### src/rtl/qed_pkg.sv
`default_nettype none
// +--------------------------------------------------------------------+
// | qed_pkg                                                            |
// | Shared QED types and constants for the dup controller and cache.   |
// | Revision: 1.0                                                      |
// +--------------------------------------------------------------------+
package qed_pkg;

    typedef enum logic [1:0] {
        ST_IDLE  = 2'd0,
        ST_ORIG  = 2'd1,
        ST_DUP   = 2'd2,
        ST_CHECK = 2'd3
    } qed_state_e;

    localparam logic [6:0] QED_NOP_OPCODE        = 7'b1111111;
    localparam int         QED_ICACHESIZE_DEFAULT = 128;

endpackage
`default_nettype wire

### src/rtl/qed_occ_counter.sv
`default_nettype none
// +--------------------------------------------------------------------+
// | qed_occ_counter                                                    |
// | Saturating up/down occupancy counter with over/underflow flags.    |
// | Revision: 1.0                                                      |
// +--------------------------------------------------------------------+
module qed_occ_counter #(
    parameter int MAX_VAL = 127,
    parameter int CW      = 8
) (
    input  logic          clk,
    input  logic          rst,
    input  logic          inc,
    input  logic          dec,
    output logic [CW-1:0] count,
    output logic [CW-1:0] count_next,
    output logic          ovf,
    output logic          unf
);

    localparam logic [CW-1:0] c_max = CW'(MAX_VAL);

    logic [CW-1:0] r_count;
    logic [CW-1:0] w_next;

    // Flags report the offending event; the count itself never wraps.
    always_comb begin
        w_next = r_count;
        if (inc && (r_count != c_max)) begin
            w_next = r_count + CW'(1);
        end else if (dec && (r_count != '0)) begin
            w_next = r_count - CW'(1);
        end
    end

    always_ff @(posedge clk) begin
        if (rst) begin
            r_count <= '0;
        end else begin
            r_count <= w_next;
        end
    end

    assign count      = r_count;
    assign count_next = w_next;
    assign ovf        = inc & (r_count == c_max);
    assign unf        = dec & (r_count == '0);

endmodule
`default_nettype wire

### src/rtl/qed_dup_ctrl.sv
`default_nettype none
// +--------------------------------------------------------------------+
// | qed_dup_ctrl                                                       |
// | QED original/duplicate mode controller with occupancy tracking.    |
// | Revision: 1.0                                                      |
// +--------------------------------------------------------------------+
module qed_dup_ctrl
    import qed_pkg::*;
#(
    parameter int ICACHESIZE = QED_ICACHESIZE_DEFAULT,
    parameter int CW         = $clog2(ICACHESIZE) + 1
) (
    input  logic          clk,
    input  logic          rst,
    input  logic          ena,
    input  logic          dup_req,
    input  logic          IF_stall,
    input  logic          qic_vld,
    output logic          exec_dup,
    output logic          qed_ready,
    output logic [CW-1:0] occupancy,
    output logic          qed_err
);

    localparam logic [CW-1:0] c_full = CW'(ICACHESIZE - 1);

    qed_state_e    r_state;
    qed_state_e    w_state_next;
    logic          r_exec_dup;
    logic          r_ready;
    logic          r_err;
    logic          w_event;
    logic          w_inc;
    logic          w_dec;
    logic          w_ovf;
    logic          w_unf;
    logic [CW-1:0] w_count;
    logic [CW-1:0] w_cnt_next;

    assign w_event = qic_vld & ~IF_stall;
    assign w_inc   = w_event & ((r_state == ST_ORIG) | (r_state == ST_CHECK));
    assign w_dec   = w_event & (r_state == ST_DUP);

    qed_occ_counter #(
        .MAX_VAL (ICACHESIZE - 1),
        .CW      (CW)
    ) u_occ (
        .clk        (clk),
        .rst        (rst),
        .inc        (w_inc),
        .dec        (w_dec),
        .count      (w_count),
        .count_next (w_cnt_next),
        .ovf        (w_ovf),
        .unf        (w_unf)
    );

    // A stall freezes the mode. Switching to DUP wins over returning to
    // IDLE so that a freshly counted original is never stranded.
    always_comb begin
        w_state_next = r_state;
        if (!IF_stall) begin
            case (r_state)
                ST_IDLE: begin
                    if (ena) w_state_next = ST_ORIG;
                end
                ST_ORIG: begin
                    if ((dup_req || (w_cnt_next == c_full)) && (w_cnt_next != '0)) begin
                        w_state_next = ST_DUP;
                    end else if (!ena && (w_count == '0)) begin
                        w_state_next = ST_IDLE;
                    end
                end
                ST_DUP: begin
                    if (w_cnt_next == '0) w_state_next = ST_CHECK;
                end
                ST_CHECK: begin
                    w_state_next = ST_ORIG;
                end
                default: begin
                    w_state_next = ST_IDLE;
                end
            endcase
        end
    end

    always_ff @(posedge clk) begin
        if (rst) begin
            r_state    <= ST_IDLE;
            r_exec_dup <= 1'b0;
            r_ready    <= 1'b0;
            r_err      <= 1'b0;
        end else begin
            r_state    <= w_state_next;
            r_exec_dup <= (w_state_next == ST_DUP);
            r_ready    <= (w_state_next == ST_CHECK);
            if (w_ovf || w_unf) r_err <= 1'b1;
        end
    end

    assign exec_dup  = r_exec_dup;
    assign qed_ready = r_ready;
    assign occupancy = w_count;
    assign qed_err   = r_err;

endmodule
`default_nettype wire

### config.mk
export PLATFORM = sky130hd
export DESIGN_NAME = qed_dup_ctrl
export DESIGN_NICKNAME = d
export VERILOG_FILES = /design/src/rtl/qed_pkg.sv /design/src/rtl/qed_occ_counter.sv /design/src/rtl/qed_dup_ctrl.sv
export SDC_FILE = /design/constraint.sdc
export NUM_CORES = 1
export LEC_CHECK = 0
export BUFFER_PORTS_ARGS = -buffer_cell sky130_fd_sc_hd__buf_2
export CORE_MARGIN = 1.5
export CORE_UTILIZATION = 58
export DETAILED_ROUTE_END_ITERATION = 12
export PLACE_DENSITY = 0.82
export SLEW_MARGIN = 20
export SYNTH_ARGS = -nofsm -noshare
export SYNTH_HDL_FRONTEND = slang
export SYNTH_SLANG_ARGS = --single-unit
### constraint.sdc
create_clock -name clk -period 5.2 [get_ports clk]
set_clock_uncertainty 0.15 [all_clocks]
set_input_delay 1.04 -clock clk [delete_from_list [all_inputs] [get_ports clk]]
set_output_delay 1.04 -clock clk [all_outputs]
set_load 0.01 [all_outputs]
==> run metrics <==
run status completed; NumNets Final approximately 140; number of cells on the worst reg-to-reg path 10; CP Data Required Time roughly 5.2 ns; placeable core region 1541 µm²; cell chosen for the clock root sky130_fd_sc_hd__clkbuf_4; Cells after DPL 140; first-iteration detailed-routing DRC count 46; first-pass GRT wire length around 3.7 mm; top flip-flop cell by instance count after synthesis sky130_fd_sc_hd__dfxtp_1; Static Leakage roughly 0.00049 µW; residual overflow from global routing 0; type of destination of the critical path register; buffers from clock root to sink, at most 2; sequential area share after synthesis 26.56%; setup repair after global routing missed its margin false; final cell count without fillers approximately 140; Inserted Clock Buffers 3; fraction of registers with async set/reset 0%; pin count of the biggest net entering global routing 14; wire length per cell 15.54 µm; data arrival time of the critical path approximately 3.0 ns; number of top-level pins 17; die area 1945 µm²; clock tree from TritonCTS yes; Syn Inst Count ~110; post-layout power ~230 µW; capture point of the worst reg-to-reg path qed_ready; vertical die dimension ~44 µm; quantity of gates resized following cts 0; layout cell share with drive strength beyond 1 25.78%; total number of clock tree sinks 13; initial antenna violation count 0; number of enable-type register cells in the synthesized netlist 0; Rel. slew slack 72.02%; register-to-register path setup slack roughly 2.2 ns; Port Buf Inserts 16; VDD IR max 0.0002305 V; DR vias ~950; total global-route track usage between 20% and 30%; peak fanout along the critical path 8; worst skew pair latency roughly 0.29 ns; final hold violations 0; number of warning messages in the yosys log 0; instance area at placement between 1000 and 1500 µm²; remaining design rule violation count 0; P per Cell Area 216.4 nW/µm²; critical register-to-register path startpoint u_occ.count[0]; worst-case hold path end point qed_err; signed area change from the synthesized netlist to the final layout 8.302%; final sum of negative setup slack 0 ns; commonest non-fill, non-tap cells in the layout 16 x sky130_fd_sc_hd__buf_2, 14 x sky130_fd_sc_hd__nor2_1, 13 x sky130_fd_sc_hd__dfxtp_1, 7 x sky130_fd_sc_hd__nor3_1; leading cell type in the layout, fill and taps excluded sky130_fd_sc_hd__buf_2; die boundary width 44.10 µm; total of flip-flops plus latches after synthesis 13; drt first pass iters 4; post-synthesis net count roughly 120; via count of the first global-routing pass between 800 and 900; share of the clock period used by the worst path 57.63%; row count 14; mean instance size in the synthesized netlist roughly 8.6 µm²; final non-filler cell area 1061 µm²; Setup Fix Bufs, Post-CTS 0; CTS Hold Bufs 0; drt total wl ~2.2 mm; number of pins with negative max-slew slack in the final report 0; Crit Path Class reg2reg; summed instance area of the synthesized netlist a little under 1000 µm²; HP Start qed_err; DR vias/cell 6.604; nature of the critical path startpoint register; type of the worst min-delay path reg2reg; antenna-violating nets left 0; number of distinct standard cells referenced by the synthesized netlist 52; setup violation total in the final timing report 0; detailed placement HPWL 1.689 mm; number of H-tree levels 1; Hold Crit Depth 2; Hold WS ~0.37 ns; fmax about 0.33 GHz; shortest period the worst path allows between 2 and 3 ns; number of max-cap violations 0; Initial Util about 64%; slew at the pin closest to its max-slew limit approximately 0.42 ns; RD Place Congestion between 0.9 and 1; Clock Pin Slew Worst Setup and Hold Paths about 0.080 ns; count of antenna diodes in the layout 0
-- routing by layer --
| metal | vias to the layer above | GRT usage [%] | routed length (µm) |
|---|---|---|---|
| met5 | - | 0 | 0 |
| met4 | 0 | 13.33 | 49 |
| met3 | 7 | 5.306 | 152 |
| met2 | 44 | 38.82 | 1015 |
| met1 | 439 | 34.09 | 1020 |
| li1 | 461 | - | - |
-- area by class of cell --
cell class | count | area (µm²)
Clock buffer | 3 | 22.52
Sequential cell | 13 | 260.3
Inverter | 3 | 11.26
Timing Repair Buffer | 16 | 80.08
Multi-Input combinational cell | 92 | 661.9
Fill cell | 130 | 480.5
Clock inverter | 1 | 5.005
Tap cell | 16 | 20.02
-- worst max path at each step --
stage,from,to,slack [ns],cells after the start
after floorplan,IF_stall,qed_ready,2.25,9
after global placement,IF_stall,exec_dup,2.03,9
after detailed placement,IF_stall,qed_ready,1.99,9
after CTS,u_occ.count[0],qed_ready,2.21,10
after global routing,u_occ.count[0],qed_ready,2.05,10
final,u_occ.count[0],qed_ready,2.20,10
-- synth_stat cells, types with 2 or more instances --
| cell | count | area [µm²] |
|---|---|---|
| sky130_fd_sc_hd__nor3_1 | 7 | 35.03 |
| sky130_fd_sc_hd__inv_1 | 3 | 11.26 |
| sky130_fd_sc_hd__ha_1 | 3 | 37.54 |
| sky130_fd_sc_hd__nand3b_1 | 3 | 22.52 |
| sky130_fd_sc_hd__nand2_1 | 6 | 22.52 |
| sky130_fd_sc_hd__o31a_1 | 2 | 17.52 |
| sky130_fd_sc_hd__and2_1 | 2 | 12.51 |
| sky130_fd_sc_hd__and3b_1 | 2 | 17.52 |
| sky130_fd_sc_hd__a211oi_1 | 4 | 30.03 |
| sky130_fd_sc_hd__dfxtp_1 | 13 | 260.3 |
| sky130_fd_sc_hd__nor2_1 | 14 | 52.55 |
| sky130_fd_sc_hd__xnor2_1 | 4 | 35.03 |
| sky130_fd_sc_hd__nand4_1 | 6 | 37.54 |
| sky130_fd_sc_hd__o22ai_1 | 2 | 12.51 |
| sky130_fd_sc_hd__a21oi_1 | 5 | 25.02 |
| sky130_fd_sc_hd__buf_6 | 2 | 22.52 |
-- power by group --
part,internal (µW),leakage (µW),switching (µW)
clock,28.6,0.0000177,36.2
combinational,22.6,0.000364,33.3
sequential,103,0.000105,6.10
total,154,0.000487,75.7
-- sequential cells by signal, summed over array words and instances, names as in the netlist, named ones only --
register and count:
exec_dup 1, u_occ.count 8, qed_err 1, r_state 1
qed_ready 1
-- worst max-delay path: stages (launching register included) --
cell and delay [ns]:
sky130_fd_sc_hd__dfxtp_1 0.41, sky130_fd_sc_hd__inv_1 0.16, sky130_fd_sc_hd__ha_1 0.16, sky130_fd_sc_hd__or3b_2 0.54
sky130_fd_sc_hd__o21a_4 0.27, sky130_fd_sc_hd__a311o_1 0.33, sky130_fd_sc_hd__nand3_2 0.11, sky130_fd_sc_hd__o211ai_2 0.10
sky130_fd_sc_hd__o31a_1 0.29, sky130_fd_sc_hd__a211oi_2 0.29, sky130_fd_sc_hd__nor4_2 0.08
-- cell families (layout without fill, tap and decap cells) --
logic type	count (synthesis)	in the layout	share of synthesized area, %
xor gates and xnor gates	5	5	5.236
adders and majority gates	3	3	3.832
muxes	1	1	1.022
buffers and inverters	9	23	5.874
AOI/OAI and AO/OA	31	31	26.57
DFF	13	13	26.56
and+or+nand+nor	52	52	30.91
-- stage by stage --
| stage | worst slack (ns) | utilization (%) |
|---|---|---|
| after global routing | 2.048 | 68.83 |
| after floorplan | 2.248 | - |
| final | 2.203 | 68.83 |
| after CTS | 2.207 | 68.83 |
| after global placement | 2.031 | 67.05 |
| after detailed placement | 1.990 | 67.05 |
Power figures use the tool's default switching activity.
